[src/rtl/memory_unit_queued.sv]
// memory_unit_queued: in-order load/store request queue with a single outstanding load.
// Define MEM_UNIT_PERF_EN to enable the load/store/stall performance counters.
module memory_unit_queued #(
   parameter int CORE = 0,
   parameter int DATA_WIDTH = 32,
   parameter int ADDRESS_BITS = 20,
   parameter int DEPTH = 4
) (
   input  logic                      clock,
   input  logic                      reset,
   input  logic                      load,
   input  logic                      store,
   input  logic [ADDRESS_BITS-1:0]   address,
   input  logic [DATA_WIDTH-1:0]     store_data,
   input  logic [DATA_WIDTH/8-1:0]   byte_en,
   output logic                      ready,
   output logic                      mem_req_valid,
   output logic                      mem_req_write,
   output logic [ADDRESS_BITS-1:0]   mem_req_addr,
   output logic [DATA_WIDTH-1:0]     mem_req_data,
   output logic [DATA_WIDTH/8-1:0]   mem_req_be,
   input  logic                      mem_req_ready,
   input  logic                      mem_resp_valid,
   input  logic [DATA_WIDTH-1:0]     mem_resp_data,
   output logic                      valid,
   output logic [ADDRESS_BITS-1:0]   data_addr,
   output logic [DATA_WIDTH-1:0]     load_data,
   output logic [31:0]               load_count,
   output logic [31:0]               store_count,
   output logic [31:0]               stall_count
);
   localparam int PW = $clog2(DEPTH);
   localparam int BW = DATA_WIDTH / 8;

   if (DATA_WIDTH % 8 != 0 || DEPTH < 2 || (DEPTH & (DEPTH - 1)) != 0 || CORE < 0) begin : g_invalid
      $error("memory_unit_queued: invalid parameters");
   end

   logic [ADDRESS_BITS-1:0] addr_q [DEPTH];
   logic [DATA_WIDTH-1:0]   data_q [DEPTH];
   logic [BW-1:0]           be_q   [DEPTH];
   logic [DEPTH-1:0]        write_q;
   logic [PW-1:0]           head, tail;
   logic [PW:0]             occupancy;
   logic                    load_pending;
   logic [ADDRESS_BITS-1:0] pending_addr;
   logic                    push, pop;

   assign ready         = reset & (occupancy < (PW+1)'(DEPTH));
   assign push          = (load | store) & ready;
   // A pending load blocks the head so program order is never violated.
   assign mem_req_valid = reset & (occupancy != '0) & ~load_pending;
   assign pop           = mem_req_valid & mem_req_ready;
   assign mem_req_write = write_q[head];
   assign mem_req_addr  = addr_q[head];
   assign mem_req_data  = data_q[head];
   assign mem_req_be    = be_q[head];

   always_ff @(posedge clock) begin
      if (push) begin
         addr_q[tail]  <= address;
         data_q[tail]  <= store_data;
         be_q[tail]    <= store ? byte_en : '0;
         write_q[tail] <= store;
      end
   end

   always_ff @(posedge clock) begin
      if (!reset) begin
         head         <= '0;
         tail         <= '0;
         occupancy    <= '0;
         load_pending <= 1'b0;
         pending_addr <= '0;
         valid        <= 1'b0;
         load_data    <= '0;
         data_addr    <= '0;
      end else begin
         head         <= head + PW'(pop);
         tail         <= tail + PW'(push);
         occupancy    <= occupancy + (PW+1)'(push) - (PW+1)'(pop);
         valid        <= load_pending & mem_resp_valid;
         load_pending <= pop ? ~write_q[head] : load_pending & ~mem_resp_valid;
         if (pop & ~write_q[head])
            pending_addr <= addr_q[head];
         if (load_pending & mem_resp_valid) begin
            load_data <= mem_resp_data;
            data_addr <= pending_addr;
         end
      end
   end

`ifdef MEM_UNIT_PERF_EN
   always_ff @(posedge clock) begin
      if (!reset) begin
         load_count  <= '0;
         store_count <= '0;
         stall_count <= '0;
      end else begin
         if (push & ~store & (load_count != '1))
            load_count <= load_count + 32'd1;
         if (push & store & (store_count != '1))
            store_count <= store_count + 32'd1;
         if ((load | store) & ~ready & (stall_count != '1))
            stall_count <= stall_count + 32'd1;
      end
   end
`else
   assign load_count  = '0;
   assign store_count = '0;
   assign stall_count = '0;
`endif
endmodule

[config.mk]
export PLATFORM = sky130hd
export DESIGN_NAME = memory_unit_queued
export DESIGN_NICKNAME = d
export VERILOG_FILES = /design/src/rtl/memory_unit_queued.sv
export SDC_FILE = /design/constraint.sdc
export NUM_CORES = 1
export LEC_CHECK = 0
export ABC_AREA = 1
export CAP_MARGIN = 10
export CORE_ASPECT_RATIO = 1.4
export CORE_MARGIN = 2
export CORE_UTILIZATION = 35
export CTS_BUF_LIST = sky130_fd_sc_hd__clkbuf_4 sky130_fd_sc_hd__clkbuf_8 sky130_fd_sc_hd__clkbuf_16
export DETAILED_ROUTE_END_ITERATION = 12
export GPL_TIMING_DRIVEN = 0
export SKIP_LAST_GASP = 1
export SLEW_MARGIN = 25
export SYNTH_ARGS = -nofsm -noshare
export SYNTH_HDL_FRONTEND = slang
export SYNTH_SLANG_ARGS = --single-unit
export TNS_END_PERCENT = 5
[constraint.sdc]
create_clock -name clock -period 17.9 [get_ports clock]
set_input_delay 3.58 -clock clock [delete_from_list [all_inputs] [get_ports clock]]
set_output_delay 3.58 -clock clock [all_outputs]
set_load 0.02 [all_outputs]
==> impl.org <==
** Cells and area
- From synthesis to final layout, the design area changed by 35.6%.
- For this run, the share of the core covered by cells in the final layout is 48.3%.
- The net count of the finished layout is 1532.
- After filler insertion, the fill cell instance count of the layout stands at around 3100.
- Fraction of final layout cells sized beyond drive strength 1 :: 15.0%
- After routing the design area is 16500 sq um.

** Setup path
- CP Cell Sequence :: clkdlybuf4s50_1 -> inv_2 -> nor2_4 -> nand2_2 -> inv_1 -> clkdlybuf4s50_1
- Highest net fanout along the worst path :: 7
- Worst R2R End :: data_q[1][7]
- The startpoint identified for the worst register-to-register timing path is occupancy[2].
- The most numerous cell type found on the critical path is clkdlybuf4s50_1.
- Crit-path slowest cell :: clkdlybuf4s50_1
- The critical path contains buffers and inverters numbering 4 combined.
- In this design, the stage delay of the slowest critical-path cell is roughly 0.64 ns.
- For flop-to-flop paths, the worst setup slack is 15.40 ns.
- In this run the number of cells on the critical path is 6.
- STA classifies the critical path endpoint as an output port.
- Following the worst setup path forward leads to its endpoint at mem_req_valid.
- Path depth of the worst reg2reg path :: 7
- The cell family contributing the most delay on the critical path is buffers and inverters.
- Start point of the critical path :: reset
- The critical path in this run is classified as input pin to output port.
- Required time worst endpoint :: 14.32 ns
- Setup crit start kind :: input pin
- STA puts the critical path data arrival time at 5.34 ns.

** Synthesis
- Top cells by area, synth :: edfxtp_1 (56%), dfxtp_1 (13%), nor2_1 (7.5%)
- Synth Area per Inst :: 11.4 sq um
- Counting flops with a built-in enable in the synthesized netlist gives 228.
- Synthesis produced a netlist whose cell count is 1067.
- Area share of the leading cell type in the synthesized netlist :: 56.3%
- Synthesis inferred 309 register bits.
- Most frequently used flop master after synthesis :: edfxtp_1
- After synthesis, flip-flops and latches occupy 69.6% of the total area.
- Number of unique standard cell types used by synthesis :: 25
- Dominant cell type by area after synthesis :: edfxtp_1
- Of all flip-flops after synthesis, the portion carrying an async set or reset was 0%.
- The most common cell in the synthesized netlist is nor2_1.
- Total standard cell area after synthesis :: between 10000 and 15000 sq um
- Warnings, synthesis :: 0
- Commonest cells in the synthesized netlist :: nor2_1 (242), edfxtp_1 (228), o21ai_0 (157)

** Clock network
- CTS built an H-tree with a depth of 1.
- After clock tree synthesis, the flow added hold-fix buffers numbering 0.
- Resized cells post-CTS :: 0
- The later pin in the worst-skew pair is clocked with a latency of 0.58 ns.
- After clock tree synthesis, the clock-pin slew on the worst setup and hold paths is approximately 0.070 ns.
- Counting the buffers created by CTS gives 31.
- CTS tree :: yes
- Clock tree root buffer cell :: clkbuf_16
- Number of post-CTS setup repair buffers :: 0
- CTS saw 309 sinks.
- Counting along the longest clock path gives a buffer depth of 3.

** Placed design
- In this run the cell area measured after placement is 15500 sq um.
- The HPWL after detailed placement is 23300 microns.
- At the end of routability-driven placement, the weighted congestion stood at 0.744.
- Count of buffers from port buffering :: 205

** Die
- The floorplan step defined a die boundary enclosing 36300 sq um.
- After floorplanning, the core was divided into 80 placement rows.
- After floorplanning, the core was sized to cover 34100 sq um.
- Starting Density :: between 30 and 40%
- In this run the count of I/O pins placed on the die edge is 302.
- Die extent in x :: 162 microns
- Die outline height :: 225 microns

** Status
- Outcome :: finished clean

** Hold path
- The path class of the tightest hold or removal check is flop to flop.
- Start point of the worst min-delay path :: pending_addr[16]

** Routing
- Once detail routing completed, the nets flagged for antenna violations numbered 0.
- Vias per cell :: 4.46
- The first routing iteration left 407 violations.
- DRT Pass-1 Iters :: 4
- Summing over every cut layer, the via total after detailed routing is ~8500.
- After detailed routing, the total wire length is 32000 microns.
- DRC Markers :: 0
- In the final routed layout, each cell accounts on average for 16.7 microns.

** GRT
- Global-route wire length before repair :: 47700 microns
- All-Layer GR Usage :: 17.2%
- GRT Residual Overflow :: 0
- The number of antenna violations at the first check in global routing is 1.
- Maximum number of pins on one net before global-route repair :: 17
- Number of global-route vias before repair :: 8384

** Power and ir drop
- VDD sags by at most 96.5 uV.
- Cell leakage power :: 6.36 nW
- Power spread over the standard cell area amounts to 117 nW/um^2.

** Timing
- Time the worst path needs with I/O delays and setup :: 8.92 ns
- Final count of pins violating max slew :: 0
- Transition at the pin with the smallest max-transition slack :: 0.819 ns
- For the final routed database, the setup TNS stands at 0 ns.
- Headroom to the max-slew limit came out at 44.8%.
- The number of hold violations in the final report came to 0.
- The final critical path takes up between 40% and 50% of the cycle.
- On the final layout, the worst clock skew is around 0.0084 ns.
- Setup repair after global routing missed its margin :: no
- Count of final setup violators :: 0
- Max Clk Rate :: between 100 and 150 MHz

** Run
- The tool flagged a number of max-cap violations equal to 0.
metrics by stage:
| step | setup slack, ns | hold WS (ns) | std cells | power, mW |
|---|---|---|---|---|
| floorplan | 9.20 | 0.430 | 1162 | 1.09 |
| global placement | 4.83 | 0.440 | 1818 | 1.28 |
| detailed placement | 8.92 | 0.443 | 1853 | 1.29 |
| CTS | 8.90 | 0.447 | 1910 | 1.95 |
| global route | 8.85 | 0.462 | 1911 | 2.02 |
| finish | 8.98 | 0.448 | 1911 | 1.93 |
report_power, final:
group / internal [mW] / switching (mW) / leakage (nW)
clock network: 0.382 / 0.277 / 0.498
logic: 0.172 / 0.259 / 3.13
registers: 0.822 / 0.0147 / 2.74
total: 1.38 / 0.550 / 6.36
cells in the final DEF (no fill, tap or decap), types with 2 or more instances in the layout:
cell type / instances
a21oi_1: 24
buf_1: 4
buf_2: 17
buf_4: 125
buf_6: 13
bufinv_16: 4
clkbuf_1: 31
clkbuf_16: 31
clkbuf_4: 4
clkdlybuf4s50_1: 205
clkinv_1: 4
clkinv_2: 4
clkinv_4: 2
clkinvlp_2: 4
clkinvlp_4: 3
conb_1: 96
dfxtp_1: 81
edfxtp_1: 228
ha_1: 2
inv_1: 37
inv_2: 3
nand2_1: 56
nand2_2: 2
nand3_1: 3
nor2_1: 242
nor2_4: 2
nor3_2: 4
o21ai_0: 157
o21ai_1: 29
o22ai_1: 36
xor2_1: 2
registers in the layout, summed over array words and instances (netlist names), 2 cells and up:
| signal | cells |
|---|---|
| occupancy | 3 |
| data_q | 128 |
| pending_addr | 20 |
| load_data | 32 |
| head | 2 |
| addr_q | 80 |
| be_q | 16 |
| tail | 2 |
| data_addr | 20 |
| write_q | 4 |
how the worst min path moves through the flow:
stage / endpoint / slack [ns] / depth (start not counted)
2_1_floorplan: data_addr[10] / 0.43 / 2
3_3_place_gp: data_addr[6] / 0.44 / 2
3_5_place_dp: data_addr[18] / 0.44 / 2
4_1_cts: data_addr[16] / 0.45 / 2
5_1_grt: data_addr[6] / 0.46 / 2
6_report: data_addr[16] / 0.45 / 2
worst min-delay path: stages, from the launching register on:
cell and delay (ns):
dfxtp_1 0.30, inv_1 0.06, a21oi_1 0.05
final cells by class:
class                           instances  area [sq um]  area share (%)
Sequential cell                       309          8470            51.3
Multi-Input combinational cell        658          2920            17.7
Timing Repair Buffer                  240          2350            14.3
Buffer                                155          1000            6.07
Clock buffer                           35           806            4.88
Tap cell                              451           564            3.42
Clock inverter                         22           235            1.43
Inverter                               40           150           0.910
Antenna cell                            1          2.50          0.0152
layer usage:
metal | track usage [%] | up-vias | share of wire (%) | routed length, microns
met5 | 0 | - | 0 | 0
li1 | - | 4220 | - | -
met2 | 32.5 | 325 | 52 | 16500
met4 | 6.22 | 0 | 2.7 | 879
met3 | 4.65 | 60 | 8.6 | 2760
met1 | 18.3 | 3918 | 37 | 11800
cell families (layout without fill, tap and decap cells):
kind of cell | count (synthesis) | in the layout | synth area share [%]
AND/OR/NAND/NOR | 310 | 310 | 9.82
other | 1 | 97 | 0.0308
adder cells (fa/ha/maj) | 3 | 3 | 0.370
flip-flops | 309 | 309 | 69.6
XOR/XNOR | 3 | 3 | 0.216
buffers and inverters | 195 | 492 | 9.46
AO/OA/AOI/OAI | 246 | 246 | 10.5
Note: power is estimated with default switching activity, not from simulation.
